### config.mk
export PLATFORM = sky130hd
export DESIGN_NAME = mem_addr_unit
export DESIGN_NICKNAME = d
export VERILOG_FILES = /design/src/rtl/mem_addr_unit.sv
export SDC_FILE = /design/constraint.sdc
export NUM_CORES = 1
export LEC_CHECK = 0
export ABC_AREA = 0
export CAP_MARGIN = 30
export CORE_AREA = 2 2 103 105
export CTS_CLUSTER_DIAMETER = 50
export DETAILED_ROUTE_END_ITERATION = 8
export DIE_AREA = 0 0 105 107
export HOLD_SLACK_MARGIN = 0.08
export PLACE_DENSITY = 0.84
export SYNTH_ARGS = -nofsm -noshare
export SYNTH_HDL_FRONTEND = slang
export SYNTH_SLANG_ARGS = --single-unit
### constraint.sdc
create_clock -name clk -period 2.26 [get_ports clk]
set_input_delay 0.339 -clock clk [delete_from_list [all_inputs] [get_ports clk]]
set_output_delay 0.339 -clock clk [all_outputs]
set_load 0.01 [all_outputs]
### src/rtl/mem_addr_unit.sv
// mem_addr_unit: memory address source for the multicycle datapath.
// In IDLE it is a zero-latency mux over pc_in / alu_in / aux_in.
// On an exception it latches EPC and cause, drives the cause-specific
// vector address for MEM_LATENCY cycles, captures the handler byte from
// memory, and then presents handler_pc together with a one-cycle exc_done.
module mem_addr_unit #(
  parameter int unsigned WIDTH       = 32,
  parameter int unsigned MEM_LATENCY = 1,
  parameter int unsigned VEC_BASE    = 253,
  parameter int unsigned PC_ADJUST   = 4
) (
  input  logic             clk,
  input  logic             reset,
  input  logic [1:0]       addr_sel,
  input  logic [WIDTH-1:0] pc_in,
  input  logic [WIDTH-1:0] alu_in,
  input  logic [WIDTH-1:0] aux_in,
  input  logic             exc_req,
  input  logic [1:0]       exc_cause,
  input  logic [WIDTH-1:0] pc_cur,
  input  logic [WIDTH-1:0] mem_rdata,
  output logic [WIDTH-1:0] mem_addr,
  output logic             busy,
  output logic             exc_done,
  output logic [WIDTH-1:0] handler_pc,
  output logic [WIDTH-1:0] epc_out,
  output logic [1:0]       cause_out
);

  // Wait counter only ever holds values 0..MEM_LATENCY.
  localparam int unsigned CNT_W = (MEM_LATENCY < 2) ? 1 : $clog2(MEM_LATENCY + 1);

  typedef enum logic [1:0] {
    ST_IDLE = 2'd0,
    ST_VEC  = 2'd1,
    ST_DONE = 2'd2
  } state_e;

  state_e           state_q, state_d;
  logic [CNT_W-1:0] cnt_q, cnt_d;
  logic [WIDTH-1:0] vec_q, vec_d;
  logic [WIDTH-1:0] handler_q, handler_d;
  logic [WIDTH-1:0] epc_q, epc_d;
  logic [1:0]       cause_q, cause_d;

  logic [1:0]       cause_map;
  logic [WIDTH-1:0] idle_addr;

  // Only the low byte of the memory word carries the handler address.
  logic unused_rdata_hi;
  assign unused_rdata_hi = ^mem_rdata[WIDTH-1:8];

  // The reserved cause code shares the invalid-opcode vector.
  assign cause_map = (exc_cause == 2'd3) ? 2'd0 : exc_cause;

  // Plain address mux used whenever no exception sequence is running.
  always_comb begin
    case (addr_sel)
      2'd0:    idle_addr = pc_in;
      2'd1:    idle_addr = alu_in;
      default: idle_addr = aux_in;
    endcase
  end

  // Next-state and output decode for the vector-fetch sequence.
  always_comb begin
    // NOTE: every variable gets a default before the case so no path infers a latch.
    state_d   = state_q;
    cnt_d     = cnt_q;
    vec_d     = vec_q;
    handler_d = handler_q;
    epc_d     = epc_q;
    cause_d   = cause_q;
    mem_addr  = vec_q;
    busy      = 1'b1;
    exc_done  = 1'b0;

    case (state_q)
      ST_IDLE: begin
        busy     = 1'b0;
        mem_addr = idle_addr;
        if (exc_req) begin
          state_d = ST_VEC;
          cnt_d   = CNT_W'(MEM_LATENCY);
          vec_d   = WIDTH'(VEC_BASE) + WIDTH'(cause_map);
          epc_d   = pc_cur - WIDTH'(PC_ADJUST);
          cause_d = cause_map;
        end
      end

      ST_VEC: begin
        cnt_d = cnt_q - CNT_W'(1);
        // Memory data is valid in the last VEC cycle, when the counter reads 1.
        if (cnt_q == CNT_W'(1)) begin
          handler_d = WIDTH'(mem_rdata[7:0]);
          state_d   = ST_DONE;
        end
      end

      ST_DONE: begin
        exc_done = 1'b1;
        state_d  = ST_IDLE;
      end

      default: begin
        state_d = ST_IDLE;
      end
    endcase
  end

  // State and datapath registers with synchronous reset.
  always_ff @(posedge clk) begin
    // NOTE: non-blocking assignments so every register samples pre-edge values.
    if (reset) begin
      // NOTE: every register is cleared, so a sequence aborted by reset leaves nothing stale.
      state_q   <= ST_IDLE;
      cnt_q     <= '0;
      vec_q     <= '0;
      handler_q <= '0;
      epc_q     <= '0;
      cause_q   <= '0;
    end else begin
      state_q   <= state_d;
      cnt_q     <= cnt_d;
      vec_q     <= vec_d;
      handler_q <= handler_d;
      epc_q     <= epc_d;
      cause_q   <= cause_d;
    end
  end

  assign handler_pc = handler_q;
  assign epc_out    = epc_q;
  assign cause_out  = cause_q;

endmodule

==> summary.md, run 1 <==
| Metric | Value |
|---|---|
| Status | `completed` |
| Share of layout cells above drive strength 1 | `between 9 and 10%` |
| Routability Congestion | `0.874` |
| Clk_lat worst skew | `0.31 ns` |
| Worst hold path class | `register to register` |
| Avg WL per Cell | `15.0 um` |
| CTS tree | `yes` |
| Antenna Nets Post-Route | `0` |
| CP Launch Type | `register` |
| Clock slew at reported path FFs | `~0.10 ns` |
| Setup TNS | `0 ns` |
| # nets final | `about 840` |
| Arr. time, crit path | `1.82 ns` |
| Root buf cell | `clkbuf_8` |
| Top-area cell type share of the netlist area | `30.3%` |
| Number of fill cells in the layout | `920` |
| Share of flip-flops with an asynchronous set or reset | `0%` |
| Worst Clk Skew | `0.00467 ns` |
| Endpoints failing setup | `0` |
| Slew margin rel. | `65.8%` |
| DRT Wirelength | `about 12000 um` |
| Placed instance area | `approximately 5700 sq um` |
| Slew @ Worst Pin | `a little over 0.5 ns` |
| Largest net degree at the start of global routing | `between 60 and 70` |
| Peak supply drop | `~250 uV` |
| Die area | `11200 sq um` |
| Sequential share of the synthesized area | `between 30% and 40%` |
| CP Max Fanout | `37` |
| Post-synth EDFFs | `0` |
| Multi-input gate area | `~2000 sq um` |
| Initial cell density of the core | `32.1%` |
| FF+latch area | `around 1000 sq um` |
| Fin crit period | `between 2 and 2.5 ns` |
| Post-DP HPWL | `9790 um` |
| Leading area contributor after synthesis | `dfxtp_1` |
| Syn. warnings | `0` |
| I/O pins | `around 270` |
| Clock sink count | `between 40 and 50` |
| Total number of vias | `~3900` |
| FF+latch count, synth | `about 50` |
| Row cnt | `37` |
| Crit end category | `output port` |
| Commonest non-fill, non-tap cell in the layout | `clkdlybuf4s50_1` |
| Post-synthesis to final-layout area growth | `79.9%` |
| CTS Buffer Depth | `2` |
| Lkg Pwr | `approximately 2.3 nW` |
| Period Utilization, post-route | `between 90% and 100%` |
| WP data required | `1.92 ns` |
| Most frequent cells in the layout | `206 x clkdlybuf4s50_1, 97 x nor2_1, 48 x dfxtp_1, 46 x a21oi_1, 35 x nand2_1` |
| H-tree depth | `2` |
| Avg Cell Area, Syn | `around 7.4 sq um` |
| Die Height | `roughly 110 um` |
| Setup repair bufs after CTS | `0` |
| Die Wd | `105 um` |
| Vias in the first global route | `3800` |
| Pwr dens | `438 nW/um^2` |
| Post-synthesis cell type count | `41` |
| Post-Syn Instances | `between 400 and 500` |
| Number of DRC markers in iteration 0 | `243` |
| Overflow after GRT | `0` |
| Core ar. | `roughly 10000 sq um` |
| Max-capacitance violation count | `0` |
| Final worst slack | `roughly 0.10 ns` |
| Count of input and output buffers | `218` |
| Final hold violations | `0` |
| Synth area leaders | `dfxtp_1 30%, nor2_1 11%, mux2i_1 10%` |
| RSZ-0062 raised after global routing | `no` |
| Worst setup path class | `register to output port` |
| Hold WS | `~0.46 ns` |
| CTS Hold Buffers Added | `0` |
| Max-slew violations | `0` |
| GRT Total Usage | `roughly a fifth` |
| Post-place setup slack | `-0.186 ns` |
| # DRC | `0` |
| Final instance area | `a little under 6000 sq um` |
| Top_reg_cell synth | `dfxtp_1` |
| First-pass GRT wire length | `roughly 19000 um` |
| Power, Total | `about 2.6 mW` |
| Fmax | `463 MHz` |
| Initial antenna violation count | `3` |
| Drt pass-1 iters | `4` |
| CTS buffer count | `5` |
| Synthesized area | `between 3000 and 4000 sq um` |
| Vias/cell | `around 4.9` |
-- where the power goes --
part	internal [mW]	switching (mW)	total (mW)
Clock	0.226	0.330	0.556
Combinational	0.591	0.435	1.03
Sequential	0.932	0.0371	0.969
-- flip-flops by register name, summed over array words and instances (netlist names) --
signal	flops
epc_out	32
handler_pc	8
vec_q	4
cause_out	2
state_q	2
cnt_q	1
-- synthesized netlist by cell type (all sizes together) (9+ instances only) --
master / instances
nor2: 98
nor3: 9
a21oi: 46
nand2: 36
buf: 34
xor2: 9
xnor2: 13
clkbuf: 19
o21ai: 12
mux2i: 33
dfxtp: 49
a211oi: 26
-- path summary, 6_finish.rpt --
| check | to | cells after the start | from | slack [ns] |
|---|---|---|---|---|
| max | mem_addr[23] | 5 | state_q[1] | 0.1 |
| min | epc_out[0] | 2 | epc_out[0] | 0.46 |
| max reg2reg | cnt_q | 4 | state_q[0] | 0.76 |
| min reg2reg | epc_out[0] | 2 | epc_out[0] | 0.46 |
-- metal layers --
layer	routed length, um	global-route usage, %	part of all wire, %	up-vias
met1	4590	21.4	38	1824
li1	-	-	-	1927
met4	168	5.52	1.4	0
met5	0	0	0	-
met2	6420	40.3	53	159
met3	948	5.53	7.8	16
-- cell families (layout without fill, tap and decap cells) --
family	after synthesis	count (layout)	share of synthesized area, %
XOR/XNOR	22	22	5.95
AND/OR/NAND/NOR	176	176	25.3
adder cells (fa/ha/maj)	3	3	1.16
AO/OA/AOI/OAI	92	92	17.2
buffers and inverters	60	270	9.78
other	1	27	0.116
flip-flops	49	49	30.3
multiplexers	33	33	10.2
-- worst max-delay path: stages, from the launching register on --
cell and delay, ns:
dfxtp_2 0.35, nor2_2 0.13, clkinv_1 0.12, buf_12 0.18, nor2_1 0.16, clkdlybuf4s50_1 0.56
-- final cells by class --
cell class              count  share of cell area, %
well taps                 136                   2.92
flip-flops and latches     49                   16.9
repair buffers            255                   43.0
multi-input cells         350                   35.0
clock buffers               5                   1.18
diodes                      3                  0.129
inverters                   7                  0.451
clock inverters             3                  0.451
-- stage by stage --
step | cells | util (%)
floorplan | 459 | -
global placement | 797 | 56.5
detailed placement | 797 | 56.5
CTS | 805 | 57.4
global route | 808 | 57.7
finish | 808 | 57.7
-- what timing repair did --
item	4_1_cts	5_1_grt
pin swaps	0	0
endpoints found under the setup margin	10	8
resized for setup	8	8
hold endpoints to repair	0	0
(Power assumes the default switching activity.)
==> run 2: changes to the inputs <==
CORE_AREA = unset   (was 2 2 103 105)
CORE_ASPECT_RATIO = 1.4   (was unset)
CORE_MARGIN = 5   (was unset)
CORE_UTILIZATION = 33   (was unset)
DIE_AREA = unset   (was 0 0 105 107)
PLACE_DENSITY = 0.86   (was 0.84)
==> run 2 against run 1 <==
- final cell count shrank 1.4%
- via count is 0.92% lower
- design area up 0.73%
- non-clock buffer count down 6
- first-iteration DRC count down 63%
- count of clock-buffer cells in the layout rose by 3
- utilization rose by 4.0 points
- critical endpoint is now mem_addr[2]
==> summary.md, run 2 (synthesis gave the netlist of run 1 again) <==
| Metric | Value |
|---|---|
| WP data required | `1.92 ns` |
| Die area | `11900 sq um` |
| Period Utilization, post-route | `a little over nine tenths` |
| Setup repair bufs after CTS | `0` |
| # nets final | `around 830` |
| Worst R2R End | `handler_pc[5]` |
| Part of the power in combinational logic | `37.9%` |
| Clock Power Share | `a little over a quarter` |
| Most frequent cells in the layout | `200 x clkdlybuf4s50_1, 97 x nor2_1, 48 x dfxtp_1, 46 x a21oi_1, 35 x nand2_1` |
| R2R Setup Slk | `between 0.8 and 0.9 ns` |
| Slew @ Worst Pin | `roughly 0.92 ns` |
| Reg2Reg Launch Point | `state_q[1]` |
| Lkg Pwr | `between 2 and 2.5 nW` |
| Worst setup path class | `register to output port` |
| Number of DRC markers in iteration 0 | `91` |
| Crit end category | `output port` |
| R2r worst-path depth | `4` |
| Hold WS | `approximately 0.46 ns` |
| Routability Congestion | `approximately 0.91` |
| Cell internal pwr | `roughly 1.9 mW` |
| Pwr dens | `about 460 nW/um^2` |
| Post-DP HPWL | `between 10000 and 15000 um` |
| Post-layout util | `about three fifths` |
| Count of input and output buffers | `218` |
| Clk_lat worst skew | `0.28 ns` |
| Commonest non-fill, non-tap cell in the layout | `clkdlybuf4s50_1` |
| CTS buffer count | `5` |
| Post-synthesis to final-layout area growth | `81.3%` |
| Worst hold path class | `register to register` |
| Core ar. | `9510 sq um` |
| Largest register FFs | `32` |
| Initial antenna violation count | `8` |
| Status | `completed` |
| Initial cell density of the core | `34.0%` |
| Largest net degree at the start of global routing | `just under 70` |
| Fin crit period | `roughly 2.2 ns` |
| Final hold violations | `0` |
| Clock slew at reported path FFs | `approximately 0.06 ns` |
| Share of layout cells above drive strength 1 | `roughly 8%` |
| Fmax | `462 MHz` |
| First-pass GRT wire length | `just over 20000 um` |
| I/O pins | `between 200 and 300` |
| Vias in the first global route | `slightly below 4000` |
| Min-Delay Startpoint | `vec_q[8]` |
| CP Max Fanout | `37` |
| Total number of vias | `between 3000 and 4000` |
| DRT Wirelength | `~13000 um` |
| Endpoints failing setup | `0` |
| CTS tree | `yes` |
| Drt pass-1 iters | `4` |
| Die Wd | `93.7 um` |
| Max-capacitance violation count | `0` |
| # DRC | `0` |
| Vias/cell | `approximately 5` |
| GRT Total Usage | `21.4%` |
| Worst Clk Skew | `between 0.001 and 0.0015 ns` |
| CTS Buffer Depth | `2` |
| Net switching fraction of the power | `just under 30%` |
| Row cnt | `42` |
| Die Height | `around 130 um` |
| RSZ-0062 raised after global routing | `no` |
| CP Launch Type | `register` |
| Overflow after GRT | `0` |
| Avg WL per Cell | `roughly 17 um` |
| Hold path depth | `2` |
| Arr. time, crit path | `between 1.5 and 2 ns` |
| Root buf cell | `clkbuf_16` |
| Hold worst-path end | `vec_q[8]` |
| Slew margin rel. | `38.6%` |
| Sequential share of power | `35.7%` |
| Peak supply drop | `about 380 uV` |
| Number of fill cells in the layout | `between 800 and 900` |
| Antenna Nets Post-Route | `0` |
| P_sw | `789 uW` |
| H-tree depth | `2` |
| Max-slew violations | `0` |
| Clock sink count | `49` |
run 2: worst max-delay path by stage:
stage          startpoint           to
2_1_floorplan   pc_cur[9]  epc_out[19]
6_report       state_q[0]  mem_addr[2]
3_3_place_gp    pc_cur[9]  epc_out[19]
4_1_cts        state_q[0]  mem_addr[1]
5_1_grt        state_q[0]  mem_addr[2]
3_5_place_dp    pc_cur[9]  epc_out[19]
run 2: per-stage QoR:
step	power, mW	setup TNS, ns	setup WS, ns	instances	area (sq um)
floorplan	1.41	0	0.338	459	3320
global placement	2.00	-1.16	-0.135	787	5660
detailed placement	2.02	-1.89	-0.175	787	5660
CTS	2.76	0	0.00328	795	5810
global route	2.88	0	0.0100	796	5870
finish	2.72	0	0.0978	797	5870
run 2: worst max-delay path, stage by stage, from the launching register on:
cell and delay, ns:
dfxtp_2 0.35, nor2_2 0.14, clkinv_1 0.11, buf_12 0.18, o21ai_0 0.17, clkdlybuf4s50_1 0.57
run 2: cell type report:
cell class | instances | area (sq um) | share of cell area [%]
antenna | 2 | 5.00 | 0.0853
timing repair buffer | 249 | 2510 | 42.7
multi-input combinational | 350 | 2050 | 34.9
inverter | 7 | 26.3 | 0.448
sequential | 49 | 982 | 16.7
clock buffer | 8 | 136 | 2.32
tap | 132 | 165 | 2.81
run 2: power groups by stage:
stage / logic (mW) / registers, mW / clock network [mW]
floorplan: 0.397 / 1.01 / 0
global placement: 1.01 / 0.986 / 0
detailed placement: 1.04 / 0.989 / 0
CTS: 1.05 / 0.971 / 0.745
global route: 1.12 / 0.981 / 0.785
finish: 1.03 / 0.971 / 0.720
run 2: routing by layer:
layer | track usage [%] | up-vias | part of all wire (%)
li1 | - | 1916 | -
met1 | 22.2 | 1733 | 35
met2 | 35.4 | 193 | 46
met3 | 12.8 | 36 | 16
met4 | 7.23 | 12 | 3.2
met5 | 0 | - | 0.60
run 2: timing repair:
| item | in CTS | in global routing |
|---|---|---|
| hold buffers | 0 | 0 |
| resized for setup | 5 | 18 |
| pin swaps | 0 | 0 |
| endpoints found under the setup margin | 14 | 33 |
==> run 3: changes to the inputs <==
HOLD_SLACK_MARGIN = unset   (was 0.08)
==> results of run 3 <==
Same layout as run 2: the final DEF is identical, and so are final timing and power.
